File: src/rtl/tx_intf_acc_reader.sv
// Pulls one packet from the selected TX DMA queue into a 2-entry skid buffer feeding a registered valid/ready stream.
// First word valid two edges after start is sampled; reads are only issued when the buffer can absorb them, so backpressure never loses a word.
module tx_intf_acc_reader #(
    parameter int C_S_AXIS_TDATA_WIDTH   = 64,
    parameter int MAX_BIT_NUM_DMA_SYMBOL = 14,
    parameter int TIMEOUT_BITS           = 10,
    parameter int UNDERRUN_TIMEOUT       = 1023
) (
    input  logic                              S_AXIS_ACLK,
    input  logic                              S_AXIS_ARESETN,
    input  logic                              start,
    input  logic [1:0]                        queue_idx_in,
    input  logic [MAX_BIT_NUM_DMA_SYMBOL-1:0] num_word,
    input  logic                              abort,
    output logic [1:0]                        tx_queue_idx,
    input  logic [C_S_AXIS_TDATA_WIDTH-1:0]   DATA_TO_ACC,
    input  logic                              EMPTYN_TO_ACC,
    output logic                              ACC_ASK_DATA,
    output logic [C_S_AXIS_TDATA_WIDTH-1:0]   tx_data,
    output logic                              tx_data_valid,
    output logic                              tx_data_last,
    input  logic                              tx_data_ready,
    output logic                              busy,
    output logic                              pkt_done,
    output logic                              underrun,
    output logic [MAX_BIT_NUM_DMA_SYMBOL-1:0] word_count
);

    localparam int DW = C_S_AXIS_TDATA_WIDTH;
    localparam int NW = MAX_BIT_NUM_DMA_SYMBOL;

    localparam logic [1:0] ST_IDLE  = 2'd0;
    localparam logic [1:0] ST_READ  = 2'd1;
    localparam logic [1:0] ST_DRAIN = 2'd2;
    localparam logic [1:0] ST_DONE  = 2'd3;

    localparam logic [TIMEOUT_BITS-1:0] TMO_LAST = TIMEOUT_BITS'(UNDERRUN_TIMEOUT - 1);

    typedef struct packed {
        logic          last;
        logic [DW-1:0] dat;
    } word_t;

    logic [1:0]              state;
    logic [NW-1:0]           num_word_r;
    logic [NW:0]             reads_issued;
    logic [TIMEOUT_BITS-1:0] timer;
    logic                    infl_vld;
    logic                    infl_last;
    logic                    underrun_r;
    word_t                   head;
    word_t                   skid;
    logic                    head_vld;
    logic                    skid_vld;

    logic       pop;
    logic [1:0] occ_after;
    logic [1:0] held;
    logic       rd_ok;
    logic       last_read;
    logic       ask;
    logic       abort_hit;
    logic       under_hit;
    logic       flush;
    word_t      word_in;
    logic       unused_qidx_hi;

    assign unused_qidx_hi = queue_idx_in[1];

    // Occupancy is counted after this cycle's pop so a steady stream keeps one read in flight every cycle.
    assign pop       = head_vld && tx_data_ready;
    assign occ_after = {1'b0, head_vld} + {1'b0, skid_vld} - {1'b0, pop};
    assign held      = occ_after + {1'b0, infl_vld};
    assign rd_ok     = reads_issued <= {1'b0, num_word_r};
    assign last_read = reads_issued == {1'b0, num_word_r};
    assign ask       = (state == ST_READ) && EMPTYN_TO_ACC && rd_ok && (held < 2'd2);
    assign abort_hit = abort && ((state == ST_READ) || (state == ST_DRAIN));
    assign under_hit = (state == ST_READ) && !EMPTYN_TO_ACC && (timer == TMO_LAST);
    assign flush     = abort_hit || under_hit;
    assign word_in   = '{last: infl_last, dat: DATA_TO_ACC};

    assign ACC_ASK_DATA  = ask;
    assign tx_data       = head.dat;
    assign tx_data_last  = head.last;
    assign tx_data_valid = head_vld;
    assign busy          = state != ST_IDLE;
    assign pkt_done      = state == ST_DONE;
    assign underrun      = underrun_r;

    always_ff @(posedge S_AXIS_ACLK) begin
        if (!S_AXIS_ARESETN) begin
            state        <= ST_IDLE;
            num_word_r   <= '0;
            reads_issued <= '0;
            timer        <= '0;
            infl_vld     <= 1'b0;
            infl_last    <= 1'b0;
            underrun_r   <= 1'b0;
            tx_queue_idx <= 2'b00;
            word_count   <= '0;
        end else begin
            underrun_r <= 1'b0;
            infl_vld   <= ask && !abort_hit;
            infl_last  <= last_read;
            if (pop) begin
                word_count <= word_count + 1'b1;
            end
            case (state)
                ST_IDLE: begin
                    if (start) begin
                        num_word_r   <= num_word;
                        tx_queue_idx <= {1'b0, queue_idx_in[0]};
                        reads_issued <= '0;
                        timer        <= '0;
                        word_count   <= '0;
                        state        <= ST_READ;
                    end
                end
                ST_READ: begin
                    if (abort_hit) begin
                        state <= ST_IDLE;
                    end else if (under_hit) begin
                        underrun_r <= 1'b1;
                        state      <= ST_IDLE;
                    end else begin
                        if (ask) begin
                            reads_issued <= reads_issued + 1'b1;
                            if (last_read) begin
                                state <= ST_DRAIN;
                            end
                        end
                        if (ask || EMPTYN_TO_ACC) begin
                            timer <= '0;
                        end else begin
                            timer <= timer + 1'b1;
                        end
                    end
                end
                ST_DRAIN: begin
                    if (abort_hit) begin
                        state <= ST_IDLE;
                    end else if (pop && head.last) begin
                        state <= ST_DONE;
                    end
                end
                default: begin
                    state <= ST_IDLE;
                end
            endcase
        end
    end

    // Skid buffer: head drives the output registers, skid catches the read that was in flight when the head stalled.
    always_ff @(posedge S_AXIS_ACLK) begin
        if (!S_AXIS_ARESETN) begin
            head     <= '0;
            skid     <= '0;
            head_vld <= 1'b0;
            skid_vld <= 1'b0;
        end else if (flush) begin
            head     <= '0;
            head_vld <= 1'b0;
            skid_vld <= 1'b0;
        end else if (pop) begin
            if (skid_vld) begin
                head     <= skid;
                skid_vld <= infl_vld;
                if (infl_vld) begin
                    skid <= word_in;
                end
            end else begin
                head_vld <= infl_vld;
                if (infl_vld) begin
                    head <= word_in;
                end
            end
        end else if (infl_vld) begin
            if (!head_vld) begin
                head_vld <= 1'b1;
                head     <= word_in;
            end else begin
                skid_vld <= 1'b1;
                skid     <= word_in;
            end
        end
    end

endmodule
File: config.mk
export PLATFORM = sky130hd
export DESIGN_NAME = tx_intf_acc_reader
export DESIGN_NICKNAME = d
export VERILOG_FILES = /design/src/rtl/tx_intf_acc_reader.sv
export SDC_FILE = /design/constraint.sdc
export NUM_CORES = 1
export LEC_CHECK = 0
export BUFFER_PORTS_ARGS = -buffer_cell sky130_fd_sc_hd__buf_4
export CAP_MARGIN = 0
export CORE_MARGIN = 1
export CORE_UTILIZATION = 55
export DETAILED_ROUTE_END_ITERATION = 7
export PLACE_DENSITY = 0.77
export SYNTH_ARGS = -nofsm -noshare
export SYNTH_HDL_FRONTEND = slang
export SYNTH_SLANG_ARGS = --single-unit
File: constraint.sdc
create_clock -name S_AXIS_ACLK -period 2.9 [get_ports S_AXIS_ACLK]
set_input_delay 0.145 -clock S_AXIS_ACLK [delete_from_list [all_inputs] [get_ports S_AXIS_ACLK]]
set_output_delay 0.145 -clock S_AXIS_ACLK [all_outputs]
set_load 0.02 [all_outputs]
==> run_summary.xml <==
<?xml version="1.0" encoding="UTF-8"?>
<metrics>
  <group name="run">
    <metric name="maxcap_violations" unit="">0</metric>
  </group>
  <group name="layout">
    <metric name="area_delta_synth_final" unit="%">31.9</metric>
    <metric name="finalNonFillerCells" unit="">1439</metric>
    <metric name="nets" unit="">1352</metric>
    <metric name="drive_gt1_share" unit="%">19.2</metric>
    <metric name="antennaDiodeCount" unit="">0</metric>
  </group>
  <group name="placement">
    <metric name="dp.cells" unit="">1332</metric>
    <metric name="port_buffers" unit="">169</metric>
    <metric name="detailed_place_hpwl" unit="mm">12.4</metric>
    <metric name="placer_congestion_estimate" unit="">0.769</metric>
    <metric name="place_worst_setup_slack" unit="ps">293</metric>
  </group>
  <group name="synthesis">
    <metric name="yosysSeqAreaShare" unit="%">45.1</metric>
    <metric name="synth_fp_nets" unit="">1147</metric>
    <metric name="compound_cell_area_share_of_the_yosys_netlist" unit="%">18.0</metric>
    <metric name="syn_inst" unit="">1036</metric>
    <metric name="synth-warning-count" unit="">0</metric>
    <metric name="synth_mux_area_share" unit="%">0.605</metric>
    <metric name="synthMostInstantiatedCell" unit="">nand2_1</metric>
    <metric name="post_synth_main_area_contributors" unit="">dfxtp_1, nand2_1, a21boi_0, a311oi_1, nand3_1</metric>
    <metric name="most_frequently_used_flop_master_after_synthesis" unit="">dfxtp_1</metric>
    <metric name="synth_top_cells_by_count" unit="">nand2_1, dfxtp_1, nor2_1, a21boi_0, nand3_1</metric>
    <metric name="synth_top_family_by_area" unit="">simple AND/OR/NAND/NOR gates</metric>
    <metric name="number_of_enable_flip_flop_cells_after_synthesis" unit="">0</metric>
    <metric name="synthXorXnorAreaFrac" unit="%">2.48</metric>
    <metric name="yosys.area.top_type_share" unit="%">45.1</metric>
    <metric name="synth_area_per_cell" unit="um^2">8.19</metric>
    <metric name="syn-cell-area" unit="um^2">8490</metric>
    <metric name="ys_ff_latch" unit="">191</metric>
    <metric name="yosys.cell_types.count" unit="">53</metric>
    <metric name="post_synth_and_or_nand_nor_area_fraction" unit="%">25.5</metric>
    <metric name="asyncSetResetFlopFracSynth" unit="%">0</metric>
    <metric name="yosys.area_share.adder" unit="%">3.69</metric>
    <metric name="synth_area_leader_cell" unit="">dfxtp_1</metric>
  </group>
  <group name="route">
    <metric name="drt-initial-drc-count" unit="">520</metric>
    <metric name="routed_length_per_placed_instance" unit="um">14.8</metric>
    <metric name="vias_per_cell" unit="">5.50</metric>
    <metric name="via_count" unit="">7921</metric>
    <metric name="drt_pass_1_iters" unit="">5</metric>
    <metric name="routed_wl" unit="mm">21.3</metric>
    <metric name="ant_nets" unit="">0</metric>
    <metric name="post-route-drc-count" unit="">0</metric>
  </group>
  <group name="timing">
    <metric name="setup_repair_after_global_routing_missed_its_margin" unit="">no</metric>
    <metric name="final_period_minus_worst_setup_slack" unit="ps">2730</metric>
    <metric name="fmaxAchievable" unit="MHz">367</metric>
    <metric name="slew_violations" unit="">0</metric>
    <metric name="totalNegativeSetupSlack" unit="ps">0</metric>
    <metric name="setup_viol" unit="">0</metric>
    <metric name="clock_skew" unit="ps">5.73</metric>
    <metric name="finalWorstSetupSlack" unit="ps">174</metric>
    <metric name="worst_slew_margin_rel" unit="%">47.3</metric>
    <metric name="min_period_over_period" unit="%">94.0</metric>
    <metric name="hold_viol_final" unit="">0</metric>
    <metric name="max_slew.worst_pin.slew" unit="ps">790</metric>
  </group>
  <group name="cts">
    <metric name="cts_tree" unit="">yes</metric>
    <metric name="insertion_delay" unit="ps">430</metric>
    <metric name="cts_root_buffer" unit="">clkbuf_16</metric>
    <metric name="worst_setup_hold_path_clk_slew" unit="ps">60</metric>
    <metric name="post_cts_resized" unit="">0</metric>
    <metric name="cts.path.max_buffers" unit="">2</metric>
    <metric name="cts-buffers-inserted" unit="">17</metric>
    <metric name="cts-htree-levels" unit="">4</metric>
    <metric name="cts.sink_count" unit="">191</metric>
  </group>
  <group name="floorplanning">
    <metric name="boundaryPins" unit="">172</metric>
    <metric name="initial_core_util" unit="%">56.0</metric>
    <metric name="fp.dieArea" unit="um^2">15900</metric>
    <metric name="fp.dieW" unit="um">126</metric>
    <metric name="rows" unit="">45</metric>
    <metric name="core_area" unit="um^2">15100</metric>
    <metric name="chipHeight" unit="um">126</metric>
  </group>
  <group name="global_routing">
    <metric name="grt_overflow_total" unit="">0</metric>
    <metric name="grt_pass1_wl" unit="mm">34.7</metric>
    <metric name="first_global_vias" unit="">7243</metric>
    <metric name="grt_max_degree" unit="">131</metric>
    <metric name="globalRouteTotalUtil" unit="%">26.7</metric>
    <metric name="grt_antenna_before_repair" unit="">0</metric>
  </group>
  <group name="setup_path">
    <metric name="startpoint_type" unit="">flop</metric>
    <metric name="critical_path_peak_fanout" unit="">3</metric>
    <metric name="worst_setup_path_endpoint" unit="">ACC_ASK_DATA</metric>
    <metric name="path_class" unit="">reg2out</metric>
    <metric name="critPathRequiredTime" unit="ps">2760</metric>
    <metric name="worst-r2r-setup-slack" unit="ps">240</metric>
    <metric name="data_arrival_critical_path" unit="ps">2580</metric>
    <metric name="reg2regPathDepth" unit="">9</metric>
    <metric name="setup.worst_path.end_class" unit="">output port</metric>
    <metric name="worstReg2RegStart" unit="">num_word_r[10]</metric>
    <metric name="timing.rr.end" unit="">reads_issued[6]</metric>
    <metric name="cp-startpoint" unit="">num_word_r[10]</metric>
  </group>
  <group name="power_and_ir_drop">
    <metric name="combinationalPowerShare" unit="%">17.4</metric>
    <metric name="irDropWorstVdd" unit="mV">0.472</metric>
    <metric name="cellPowerDensity" unit="nW/um^2">541</metric>
    <metric name="power_after_layout" unit="mW">6.06</metric>
    <metric name="pwr-share-seq" unit="%">45.2</metric>
    <metric name="netSwitchingFraction" unit="%">26.5</metric>
    <metric name="clkPwrFrac" unit="%">37.3</metric>
    <metric name="cellLeakagePower" unit="nW">4.37</metric>
    <metric name="p_int" unit="mW">4.45</metric>
    <metric name="total_switching_power" unit="mW">1.61</metric>
  </group>
  <group name="worst_hold_path">
    <metric name="worst_hold_path_depth" unit="">3</metric>
    <metric name="hold_path_class" unit="">in2reg</metric>
  </group>
  <group name="outcome">
    <metric name="outcome" unit="">completed</metric>
  </group>
</metrics>
==> power by group through the flow <==
stage,clock network [mW],logic (mW),registers [mW]
floorplan,0,0.622,2.81
global placement,0,0.942,2.80
detailed placement,0,0.954,2.80
CTS,2.30,1.05,2.74
global route,2.40,1.16,2.75
finish,2.26,1.06,2.74
==> placed cells by master, fill, tap and decap left out, types with 4 or more instances in the layout <==
cell type,count
a22o_2,5
nor2b_1,5
and2_1,6
a211o_2,4
xnor2_1,6
a21boi_0,81
dlygate4sd3_1,77
clkinv_2,4
ha_1,25
a21oi_1,15
mux2i_1,4
and3_1,7
nor3_1,7
nor2_1,97
clkbuf_16,17
inv_1,21
dfxtp_1,190
o21ai_0,9
nor3b_1,6
nand3_1,77
nand2_1,254
a311oi_1,66
nand4_1,12
xor2_1,18
buf_4,183
==> per-stage QoR <==
| step | area [um^2] | hold WS (ps) | util, % |
|---|---|---|---|
| finish | 11200 | 10.9 | 73.9 |
| global placement | 9850 | 408 | 65.1 |
| floorplan | 8490 | 290 | - |
| global route | 11200 | 16.1 | 73.9 |
| CTS | 11200 | 0.336 | 73.9 |
| detailed placement | 9850 | 414 | 65.1 |
==> layer usage <==
| layer | wire [um] | vias up | global-route usage (%) |
|---|---|---|---|
| li1 | - | 3970 | - |
| met1 | 9860 | 3659 | 35.4 |
| met2 | 9910 | 257 | 43.6 |
| met3 | 1130 | 35 | 5.01 |
| met4 | 410 | 0 | 9.78 |
| met5 | 0 | - | 0 |
==> kinds of logic after synthesis <==
kind of cell | count (synthesis)
AOI/OAI and AO/OA | 196
adders and majority gates | 25
xor gates and xnor gates | 24
other | 1
muxes | 5
buffers and inverters | 99
and+or+nand+nor | 495
DFF | 191
==> flip-flops by register name, indices dropped and copies added, names as in the netlist, 2 cells and up <==
| register | cells |
|---|---|
| num_word_r | 14 |
| reads_issued | 15 |
| skid | 65 |
| state | 2 |
| timer | 10 |
| tx_data | 64 |
| word_count | 14 |
==> worst max-delay path: stages (launching register included) <==
cell and delay, ps:
dfxtp_1 330, inv_1 50, ha_1 320, nand4_1 170, or4_4 560, o31ai_1 160
nand2_1 130, nor3b_1 260, buf_4 180
==> how the worst min path moves through the flow <==
stage	start	end	slack [ps]
6_report	num_word[9]	num_word_r[9]	10
3_3_place_gp	queue_idx_in[0]	tx_queue_idx[0]	410
2_1_floorplan	num_word[0]	num_word_r[0]	290
3_5_place_dp	queue_idx_in[0]	tx_queue_idx[0]	410
4_1_cts	DATA_TO_ACC[53]	tx_data[53]	0.3
5_1_grt	tx_data_ready	skid_vld	20
==> area by class of cell <==
type | instances | area (um^2)
multi-input cells | 746 | 4280
well taps | 188 | 235
fillers | 1131 | 3950
clock buffers | 22 | 474
flip-flops and latches | 191 | 3820
repair buffers | 263 | 2200
inverters | 22 | 82.6
clock inverters | 7 | 87.6
==> timing repair <==
item / 4_1_cts / 5_1_grt
setup endpoints to repair: 0 / 1
setup buffers: 0 / 1
hold endpoints to repair: 131 / 0
hold buffers: 77 / 0
Power figures use the tool's default switching activity.
